===== src/rtl/tt_um_priority_decoder_if.sv =====
// Pin bundle of the priority decoder: host-side control/index byte in,
// registered one-hot mask bytes and the uio direction mask out.
interface tt_um_priority_decoder_if;
  logic       ena;
  logic [7:0] ui_in;
  logic [7:0] uio_in;
  logic [7:0] uo_out;
  logic [7:0] uio_out;
  logic [7:0] uio_oe;

  modport master (
    output ena,
    output ui_in,
    output uio_in,
    input  uo_out,
    input  uio_out,
    input  uio_oe
  );

  modport slave (
    input  ena,
    input  ui_in,
    input  uio_in,
    output uo_out,
    output uio_out,
    output uio_oe
  );
endinterface


===== src/rtl/tt_um_priority_decoder.sv =====
// Inverse of the 16-input priority encoder: a strobed index is turned back into
// a registered one-hot (replace) or OR-accumulated mask, driven as {uo_out, uio_out}.
module tt_um_priority_decoder (
  input logic                     clk,
  input logic                     rst_n,
  tt_um_priority_decoder_if.slave bus
);

  logic [7:0]  s1;
  logic [7:0]  s2;
  logic        stb_q;
  logic [15:0] mask;
  logic        evt;
  logic [15:0] onehot;
  logic        unused_inputs;

  always_comb begin
    evt    = s2[4] & ~stb_q;
    onehot = 16'h0001 << s2[3:0];
  end

  // Clear outranks any coincident event; stb_q still tracks so that edge is consumed.
  always_ff @(posedge clk) begin
    if (!rst_n) begin
      s1    <= 8'h00;
      s2    <= 8'h00;
      stb_q <= 1'b0;
      mask  <= 16'h0000;
    end else begin
      s1    <= bus.ui_in;
      s2    <= s1;
      stb_q <= s2[4];
      if (s2[6]) begin
        mask <= 16'h0000;
      end else if (evt) begin
        if (s2[7]) begin
          if (!s2[5]) begin
            mask <= 16'h0000;
          end
        end else if (s2[5]) begin
          mask <= mask | onehot;
        end else begin
          mask <= onehot;
        end
      end
    end
  end

  assign bus.uo_out  = mask[15:8];
  assign bus.uio_out = mask[7:0];
  assign bus.uio_oe  = 8'hFF;

  assign unused_inputs = &{1'b0, bus.ena, bus.uio_in};

endmodule


===== src/flat_wrapper.sv =====
// flat-port wrapper written by rule: the top's interface ports become plain ports
module tt_um_priority_decoder_flat 
  (clk, rst_n, bus_ena, bus_ui_in, bus_uio_in, bus_uo_out, bus_uio_out, bus_uio_oe);
  tt_um_priority_decoder_if bus_i ();
  input logic clk;
  input logic rst_n;
  input wire logic [$bits(bus_i.ena)-1:0] bus_ena;
  input wire logic [$bits(bus_i.ui_in)-1:0] bus_ui_in;
  input wire logic [$bits(bus_i.uio_in)-1:0] bus_uio_in;
  output wire logic [$bits(bus_i.uo_out)-1:0] bus_uo_out;
  output wire logic [$bits(bus_i.uio_out)-1:0] bus_uio_out;
  output wire logic [$bits(bus_i.uio_oe)-1:0] bus_uio_oe;
  assign bus_i.ena = bus_ena;
  assign bus_i.ui_in = bus_ui_in;
  assign bus_i.uio_in = bus_uio_in;
  assign bus_uo_out = bus_i.uo_out;
  assign bus_uio_out = bus_i.uio_out;
  assign bus_uio_oe = bus_i.uio_oe;
  tt_um_priority_decoder u_core (.clk(clk), .rst_n(rst_n), .bus(bus_i));
endmodule

===== config.mk =====
export PLATFORM = sky130hd
export DESIGN_NAME = tt_um_priority_decoder_flat
export DESIGN_NICKNAME = d
export VERILOG_FILES = /design/src/rtl/tt_um_priority_decoder_if.sv /design/src/rtl/tt_um_priority_decoder.sv /design/src/flat_wrapper.sv
export SDC_FILE = /design/constraint.sdc
export NUM_CORES = 1
export LEC_CHECK = 0
export BUFFER_PORTS_ARGS = -buffer_cell sky130_fd_sc_hd__buf_2
export CORE_MARGIN = 8
export CORE_UTILIZATION = 42
export DETAILED_ROUTE_END_ITERATION = 8
export PLACE_DENSITY = 0.83
export RECOVER_POWER = 100
export SLEW_MARGIN = 20
export SYNTH_ARGS = -nofsm -noshare
export SYNTH_HDL_FRONTEND = slang
export SYNTH_SLANG_ARGS = --single-unit

===== constraint.sdc =====
create_clock -name clk -period 1.04 [get_ports clk]
set_input_delay 0.052 -clock clk [delete_from_list [all_inputs] [get_ports clk]]
set_output_delay 0.052 -clock clk [all_outputs]
set_load 0.02 [all_outputs]

After elaboration in Yosys (flattened, before gate mapping)
Index checks and enable logic that the tools add are counted.

Register bits after elaboration: 33. Input bits: 19. Output and inout bits: 24. Logic and storage cells: 15.

Equal/unequal tests: 1. Shift-type cells: 1. Multiplexer cells: 3. Bitwise logic cells: 4. Reductions and logical operators: 2.

Operators by type and width (number): 2-to-1 mux 16 bit (3); bitwise OR 16 bit (1); left shift 1 x 4 -> 16 bit (first input constant) (1); != test 2 bit (second input constant) (1); NOT 1 bit (2); AND reduction 2 bit (1); OR reduction 2 bit (1); bitwise AND 1 bit (1).

Depth between registers and ports, before layout
Gate-level depths: netlist of the first run.

Word-level depth: 4. Gate-level depth with buffers: 4. Depth with buffers taken out: 3.

Least setup slack after synthesis of the first run
No wires, ideal clock.

Kind: register -> register. From: reg u_core.s2[7]. To: reg u_core.mask[2]. Setup time: 56 ps. Data arrival time: 948 ps. Data required time: 984 ps. Path slack: 36 ps. Cell stages (with the launch flop): 4. Buffers on the path: 0. Clock period less this slack: 1004 ps. Cell sequence: dfxtp_1 nor3_4 nand4b_4 a2bb2o_4.

Cells in the longest elaborated chain, start to end: 2. Elaborated cells between the ends (all ways): 3. Those cells by class: eq/ne: 1; mux: 1; reduce/logical: 1.

Ends and longest elaborated chain: start, declared (line tt_um_priority_decoder.sv:10) `logic [7:0] s2;`; start signal, assigned (line tt_um_priority_decoder.sv:26) `s2 <= 8'h00;`; start signal, assigned (line tt_um_priority_decoder.sv:31) `s2 <= s1;`; != test 2 bit (no source line); AND reduction 2 bit (no source line); end signal, assigned (line tt_um_priority_decoder.sv:41) `mask <= mask | onehot;`; end signal, assigned (line tt_um_priority_decoder.sv:43) `mask <= onehot;`; end, declared (line tt_um_priority_decoder.sv:12) `logic [15:0] mask;`.

Parallel ways exist; a longest one is shown, timed or not. A chain may end at the register's enable or synchronous reset.

Worst setup path in the final report of the first run
From: reg u_core.stb_q. To: reg u_core.mask[2].

Cells in the longest elaborated chain, start to end: 3.

Ends and longest elaborated chain: start, declared (line tt_um_priority_decoder.sv:11) `logic stb_q;`; start signal, assigned (line tt_um_priority_decoder.sv:32) `stb_q <= s2[4];`; NOT 1 bit (line tt_um_priority_decoder.sv:18) `evt = s2[4] & ~stb_q;`; bitwise AND 1 bit (line tt_um_priority_decoder.sv:18); AND reduction 2 bit (no source line).

No other way between the ends.

==> results.py, run 1 <==
metrics = {
    "routing": {
        "wirelength_um": 2330,
        "vias": 786,
        "wire_per_inst_um": 14.0,
        "drc": 0,
        "drt_pass1_iterations": 2,
        "vias_per_cell": 4.73,
        "drtAntennaViolNets": 0,
        "drt_iter0_markers": 34,
    },
    "floorplan": {
        "fp.dieW_um": 68.1,
        "die_area_sq_um": 4630,
        "die_h_um": 68.1,
        "core_area_sq_um": 2660,
        "io_pins": 43,
        "fp-row-count": 19,
        "initial_core_util_pct": 42.8,
    },
    "global_route": {
        "antenna_found_initial": 0,
        "grt_use_total_pct": 10.1,
        "grt_max_degree": 17,
        "overflow": 0,
        "grt_pass1_vias": 790,
        "grt_pass1_wl_um": 3410,
    },
    "synthesis": {
        "synth.most_common_cell": "dfxtp_1",
        "yosys.cell_types.count": 18,
        "ys_warn_count": 0,
        "syn-cell-area_sq_um": 1140,
        "ys_seq_area_share_pct": 58.0,
        "avgSynthCellArea_sq_um": 12.5,
        "synth_largest_area_cell": "dfxtp_1",
        "ys.flop_type": "dfxtp_1",
        "synthArstFlopShare_pct": 0,
        "synth_seq_cells": 33,
        "ys_top_cells_by_count": "dfxtp_1 (33), and2_1 (17), o2bb2ai_1 (15)",
        "syn-instance-count": 91,
        "synth_top_cell_area_share_pct": 58.0,
        "synth-edff-count": 0,
        "synth_area_leaders": "dfxtp_1 (58%), o2bb2ai_1 (12%), and2_1 (9.3%)",
    },
    "setup_path": {
        "cp_max_fo": 4,
        "critPathCaptureType": "register",
        "worst-endpoint-required_ps": 1270,
        "reg2reg_from": "u_core.stb_q",
        "start_kind": "register",
        "critical_path_arrival_ps": 1310,
        "crit_start": "u_core.stb_q",
        "worst-setup-path-type": "register to register",
    },
    "sta": {
        "whs_ps": 143,
        "skew_ps": 4.85,
        "final.period_utilization_pct": 104,
        "rsz0062_at_grt": "yes",
        "period_minus_slack_ps": 1080,
        "tns_ps": -208,
        "drv_slew": 0,
        "hold_viol": 0,
        "worst_slack_ps": -39.2,
        "max_freq_mhz": 927,
        "final-setup-viol-count": 11,
    },
    "final_layout": {
        "finalInstanceArea_sq_um": 1550,
        "multiInputGateArea_sq_um": 507,
        "drive_above_1_share_pct": 42.2,
        "area_growth_pct": 35.8,
        "antenna_cells": 0,
        "fillCellCount": 237,
        "fin_nets": 153,
        "register_area_sq_um": 663,
    },
    "power_and_ir_drop": {
        "peakVddDrop_mv": 1.15,
        "p_leak_uw": 0.000653,
        "power_density_nw_per_um2": 1410,
        "p_sw_uw": 504,
        "power.internal_uw": 1670,
        "pwr-share-comb_pct": 10.2,
        "seq_power_share_pct": 60.3,
        "p_clk_share_pct": 29.5,
        "switching_share_pct": 23.1,
    },
    "cts": {
        "cts_tree": "yes",
        "cts_root_buf": "clkbuf_4",
        "cts_buffers": 5,
        "htreeDepth": 2,
        "path_clk_slew_ps": 90,
        "clkLatencyLatePin_ps": 320,
        "clock_sink_count": 33,
        "clockBufferDepth": 2,
    },
    "place": {
        "gp_congestion": 0.739,
        "dp_hpwl_um": 1480,
        "dp_slack_ps": -54.5,
        "post_dp_cell_area_sq_um": 1280,
        "numPortBuffers": 25,
    },
    "worst_hold_path": {
        "min_from": "rst_n",
        "hold_class": "input port to register",
    },
    "outcome": {
        "failed_checks": "setup timing",
        "outcome": "finished, violations left",
    },
    "run": {
        "cap_viol_max_count": 0,
    },
}
worst max-delay path: stages, from the launching register on:
cell and delay, ps:
dfxtp_2 350, nor2_1 170, a21oi_4 120, buf_4 150, a2bb2o_4 200
state kept, by name, summed over array words and instances, names as in the netlist:
| signal | count |
|---|---|
| u_core.mask | 16 |
| u_core.stb_q | 1 |
| u_core.s2 | 8 |
| u_core.s1 | 8 |
kinds of logic (layout without fill, tap and decap cells):
group	after synthesis	in the layout	share of synthesized area (%)
AO/OA/AOI/OAI	17	17	14.7
buffers and inverters	11	48	7.58
other	1	8	0.329
flip-flops	33	33	58.0
AND/OR/NAND/NOR	29	29	19.3
power groups by stage:
stage	sequential (uW)	combinational (uW)	clock (uW)
6_report	1310	222	642
3_5_place_dp	1340	149	0
3_3_place_gp	1340	144	0
5_1_grt	1320	238	732
2_1_floorplan	1340	125	0
4_1_cts	1310	190	667
worst paths after layout:
path / endpoint / slack [ps] / cells past startpoint
max: u_core.mask[2] / -40 / 4
min: u_core.mask[5] / 140 / 4
max reg2reg: u_core.mask[2] / -40 / 4
min reg2reg: u_core.s2[7] / 440 / 1
per-layer routing:
metal / vias up / wire, um / GRT usage (%) / part of all wire [%]
met5: - / 0 / 0 / 0
met4: 0 / 47 / 6.91 / 2.0
met3: 5 / 280 / 5.07 / 12
met2: 34 / 1140 / 16.8 / 49
met1: 362 / 861 / 9.74 / 37
li1: 385 / - / - / -
cells in the final DEF, fill, tap and decap left out, types with 2 or more instances in the layout:
| cell type | instances |
|---|---|
| dfxtp_1 | 31 |
| clkbuf_2 | 12 |
| buf_2 | 11 |
| o2bb2ai_2 | 10 |
| and2_1 | 9 |
| conb_1 | 8 |
| dlygate4sd3_1 | 8 |
| and2_0 | 7 |
| o2bb2ai_1 | 5 |
| clkbuf_4 | 5 |
| clkbuf_1 | 5 |
| buf_4 | 4 |
| nand4b_4 | 2 |
| nor2_1 | 2 |
| nand2b_1 | 2 |
| dfxtp_2 | 2 |
metrics by stage:
step	utilization (%)	total power (uW)	cells
floorplan	-	1470	98
global placement	48.0	1480	146
detailed placement	48.0	1490	146
CTS	54.6	2170	164
global route	58.1	2290	166
finish	58.1	2180	166
repair_timing:
item	in CTS	in global routing
resized for setup	6	11
pin swaps	3	3
endpoints found under the setup margin	16	16
gates cloned	0	1
hold buffers	8	0
hold endpoints to repair	8	0
setup buffers	2	1
layout make-up:
type / instances / share of cell area (%)
Clock buffer: 8 / 3.16
Tap cell: 31 / 2.51
Multi-Input combinational cell: 54 / 32.8
Timing Repair Buffer: 40 / 18.7
Sequential cell: 33 / 42.9
Power figures use the tool's default switching activity.
==> run 2: changes to the inputs <==
==> constraint.sdc (replaced) <==
create_clock -name clk -period 1.04 [get_ports clk]
set_input_delay 0.26 -clock clk [delete_from_list [all_inputs] [get_ports clk]]
set_output_delay 0.26 -clock clk [all_outputs]
set_load 0.02 [all_outputs]
==> results.py, run 2 (same netlist as run 1, synthesis figures left out) <==
metrics = {
    "setup_path": {
        "worst-setup-path-type": "register to register",
        "critPathCaptureType": "register",
        "cp_max_fo": 4,
        "start_kind": "register",
        "worst-endpoint-required_ps": 1310,
        "r2r_cells": 4,
        "critical_path_arrival_ps": 1360,
        "r2r_slack_ps": -50,
    },
    "outcome": {
        "outcome": "finished, violations left",
        "failed_checks": "setup timing",
    },
    "floorplan": {
        "fp-row-count": 19,
        "die_h_um": 68.1,
        "core_area_sq_um": 2660,
        "initial_core_util_pct": 42.8,
        "fp.dieW_um": 68.1,
        "io_pins": 43,
        "die_area_sq_um": 4630,
    },
    "routing": {
        "vias": 756,
        "vias_per_cell": 4.64,
        "drt_pass1_iterations": 2,
        "wirelength_um": 2250,
        "drtAntennaViolNets": 0,
        "wire_per_inst_um": 13.8,
        "drc": 0,
        "drt_iter0_markers": 30,
    },
    "final_layout": {
        "post-route-util_pct": 58.6,
        "stdcell_count": 163,
        "fillCellCount": 218,
        "fin_nets": 150,
        "drive_above_1_share_pct": 53.8,
        "top_regs": "u_core.mask (16), u_core.s1 (8), u_core.s2 (8)",
        "antenna_cells": 0,
        "final_cell_mix": "dfxtp_2 (18), buf_6 (16), dfxtp_1 (15)",
        "layout_commonest_cell": "dfxtp_2",
        "largest-register": "u_core.mask",
        "largest_reg_flops": 16,
        "area_growth_pct": 36.9,
        "finalInstanceArea_sq_um": 1560,
    },
    "cts": {
        "clkLatencyLatePin_ps": 330,
        "cts_buffers": 5,
        "cts_tree": "yes",
        "clock_sink_count": 33,
        "clockBufferDepth": 2,
        "cts_root_buf": "clkbuf_4",
        "htreeDepth": 2,
        "path_clk_slew_ps": 90,
    },
    "power_and_ir_drop": {
        "p_leak_uw": 0.000662,
        "power_density_nw_per_um2": 1370,
        "peakVddDrop_mv": 1.25,
    },
    "global_route": {
        "overflow": 0,
        "antenna_found_initial": 0,
        "grt_use_total_pct": 10.9,
        "grt_pass1_vias": 788,
        "grt_max_degree": 17,
        "grt_pass1_wl_um": 3610,
    },
    "place": {
        "numPortBuffers": 25,
        "dp_slack_ps": -88.5,
        "post_dp_cell_area_sq_um": 1260,
        "gp_congestion": 0.733,
        "place_inst": 145,
        "dp_hpwl_um": 1480,
    },
    "worst_hold_path": {
        "hold_depth": 2,
        "hold_class": "input port to register",
    },
    "sta": {
        "rsz0062_at_grt": "yes",
        "hold_viol": 0,
        "drv_slew": 0,
        "max_freq_mhz": 915,
        "tns_ps": -399,
        "final-setup-viol-count": 24,
        "skew_ps": 11.2,
        "final.period_utilization_pct": 105,
        "worst_slack_ps": -52.6,
        "period_minus_slack_ps": 1090,
    },
    "run": {
        "cap_viol_max_count": 0,
    },
}
[run 2: what timing repair did]
item | in CTS | in global routing
buffers inserted | 9 | 1
resized for setup | 54 | 2
hold buffers | 0 | 0
pin swaps | 3 | 3
endpoints found under the setup margin | 32 | 32
[run 2: report_power, final]
part           switching [uW]  internal [uW]
Combinational            97.2           78.5
Clock                     377            269
Sequential               18.7           1300
Total                     493           1640
[run 2: per-layer routing]
layer | GRT usage (%) | part of all wire, %
met4 | 5.88 | 2.0
met1 | 10.7 | 40
met2 | 17.8 | 46
met3 | 6.22 | 12
met5 | 0 | 0
[run 2: metrics by stage]
stage	total power, uW	hold WS [ps]
5_1_grt	2250	110
3_3_place_gp	1470	417
3_5_place_dp	1480	417
6_report	2140	136
2_1_floorplan	1470	382
4_1_cts	2160	115
[run 2: area by class of cell]
type	instances	area, sq um	share of cell area [%]
multi-input combinational	54	452	29.0
clock buffer	8	48.8	3.13
sequential	33	683	43.8
tap	31	38.8	2.49
timing repair buffer	37	337	21.6
[run 2: final timing paths]
check / start / endpoint
setup / recovery: u_core.s2[6] / u_core.mask[2]
hold reg to reg: u_core.s1[6] / u_core.s2[6]
hold / removal: bus_ui_in[7] / u_core.s1[7]
setup reg to reg: u_core.s2[6] / u_core.mask[2]
[run 2: worst max-delay path: stages (launching register included)]
cell,delay (ps)
dfxtp_2,340
nor3_4,210
buf_12,150
nand4b_4,120
a2bb2o_4,210
==> run 3: changes to the inputs <==
- ABC_AREA: unset -> 1
- CORE_UTILIZATION: 42 -> 45
- PLACE_DENSITY: 0.83 -> 0.72
==> results.py, run 3 <==
metrics = {
    "outcome": {
        "outcome": "finished, violations left",
        "failed_checks": "setup timing",
    },
    "setup_path": {
        "cp_max_fo": 2,
        "worst-endpoint-required_ps": 780,
        "cp.depth": 1,
        "critPathMaxStageDelay_ps": 360,
        "crit_buf_inv": 1,
        "slowest_stage": "dfxtp_2",
        "critical_path.top_delay_family": "flip-flops",
        "critPathCaptureType": "primary output",
        "critical_path_arrival_ps": 820,
        "worst-setup-path-type": "register to primary output",
        "start_kind": "register",
        "r2r_cells": 6,
        "crit_chain": "buf_6",
    },
    "cts": {
        "clock_sink_count": 33,
        "cts_root_buf": "clkbuf_4",
        "cts_tree": "yes",
        "path_clk_slew_ps": 100,
        "clockBufferDepth": 2,
        "htreeDepth": 2,
        "cts_buffers": 5,
        "clkLatencyLatePin_ps": 340,
    },
    "place": {
        "gp_congestion": 0.797,
        "dp_slack_ps": -25.1,
        "post_dp_cell_area_sq_um": 1550,
        "dp_hpwl_um": 1810,
        "numPortBuffers": 25,
    },
    "power_and_ir_drop": {
        "power_density_nw_per_um2": 1180,
        "p_leak_uw": 0.000993,
        "peakVddDrop_mv": 1.02,
    },
    "final_layout": {
        "drive_above_1_share_pct": 39.1,
        "fin_nets": 261,
        "final_cell_mix": "nand2_1 (80), buf_4 (23), inv_1 (20)",
        "finalInstanceArea_sq_um": 1940,
        "largest-register": "u_core.mask",
        "antenna_cells": 0,
        "area_growth_pct": 40.1,
        "layout_commonest_cell": "nand2_1",
        "top_regs": "u_core.mask (16), u_core.s1 (8), u_core.s2 (8)",
        "largest_reg_flops": 16,
    },
    "routing": {
        "route.met2.wl_um": 1360,
        "wl_met3_um": 169,
        "drc": 0,
        "drt_iter0_markers": 80,
        "top_layer_used": "met4",
        "wire_per_inst_um": 10.2,
        "drt-met1-wl_um": 1210,
        "vias": 1239,
        "drtAntennaViolNets": 0,
        "drt_pass1_iterations": 4,
        "vias_per_cell": 4.49,
        "wirelength_um": 2810,
    },
    "sta": {
        "tns_ps": -324,
        "worst_slack_ps": -37.1,
        "hold_viol": 0,
        "final.period_utilization_pct": 104,
        "final-setup-viol-count": 16,
        "drv_slew": 0,
        "tightest_slew_ps": 615,
        "rsz0062_at_grt": "yes",
        "period_minus_slack_ps": 1080,
        "max_freq_mhz": 928,
        "slew_headroom_pct": 59.0,
        "skew_ps": 6.10,
    },
    "floorplan": {
        "fp.dieW_um": 71.5,
        "initial_core_util_pct": 46.5,
        "fp-row-count": 20,
        "core_area_sq_um": 2980,
        "io_pins": 43,
        "die_area_sq_um": 5110,
        "die_h_um": 71.5,
    },
    "run": {
        "cap_viol_max_count": 0,
    },
    "synthesis": {
        "ys_seq_area_share_pct": 47.7,
        "ys_top_cells_by_count": "nand2_1 (80), dfxtp_1 (33), inv_1 (22)",
        "avgSynthCellArea_sq_um": 7.21,
        "ys.flop_type": "dfxtp_1",
        "synth-edff-count": 0,
        "synth_area_leaders": "dfxtp_1 (48%), nand2_1 (22%), inv_1 (6.0%)",
        "ys_warn_count": 0,
        "synth_seq_cells": 33,
        "synth.most_common_cell": "nand2_1",
        "synth_largest_area_cell": "dfxtp_1",
        "synthArstFlopShare_pct": 0,
        "synth_top_cell_area_share_pct": 47.7,
        "syn-instance-count": 192,
        "yosys.cell_types.count": 16,
        "syn-cell-area_sq_um": 1380,
    },
    "global_route": {
        "overflow": 0,
        "grt_max_degree": 18,
        "grt_pass1_wl_um": 4710,
        "grt_use_total_pct": 11.4,
        "antenna_found_initial": 0,
        "grt_pass1_vias": 1142,
    },
    "worst_hold_path": {
        "hold_class": "input port to register",
        "hold_depth": 3,
    },
}
==> run 3: cell type report <==
class | instances | area [sq um]
Timing Repair Buffer | 53 | 464
Inverter | 22 | 82.6
Sequential cell | 33 | 692
Multi-Input combinational cell | 127 | 593
Tap cell | 33 | 41.3
Fill cell | 263 | 1040
Clock buffer | 6 | 51.3
Clock inverter | 2 | 13.8
==> run 3: cells by family after synthesis <==
logic type,after synthesis,share of synthesized area (%)
buffers and inverters,39,14.3
flip-flops,33,47.7
AND/OR/NAND/NOR,101,31.2
other,1,0.271
AO/OA/AOI/OAI,18,6.51
==> run 3: report_power, final <==
group	internal [uW]	total, uW	switching, uW
Sequential	1290	1310	20.9
Combinational	75.5	200	125
Clock	329	770	441
==> run 3: final timing paths <==
| path | startpoint | to | slack, ps |
|---|---|---|---|
| worst max-delay path | u_core.mask[7] | bus_uio_out[7] | -40 |
| worst min-delay path | bus_ui_in[1] | u_core.s1[1] | 100 |
| worst max register to register | u_core.s2[7] | u_core.mask[11] | 40 |
| worst min register to register | u_core.s1[0] | u_core.s2[0] | 410 |
==> run 3: per-stage QoR <==
step | std cells | utilization, % | hold WS, ps | total power (uW)
after floorplan | 199 | - | 358 | 1490
after global placement | 248 | 51.9 | 392 | 1520
after detailed placement | 248 | 51.9 | 397 | 1530
after CTS | 271 | 62.2 | 76.3 | 2300
after global routing | 276 | 65.1 | 77.3 | 2400
final | 276 | 65.1 | 95.6 | 2280
==> run 3: repair_timing <==
item,4_1_cts,5_1_grt
hold buffers,0,0
setup buffers,15,5
resized for setup,52,18
pin swaps,0,0
setup endpoints to repair,28,32
==> run 3: layer usage <==
| layer | vias up | global-route usage (%) |
|---|---|---|
| met4 | 0 | 6.80 |
| met2 | 30 | 19.9 |
| met3 | 8 | 4.32 |
| li1 | 668 | - |
| met5 | - | 0 |
| met1 | 533 | 11.2 |
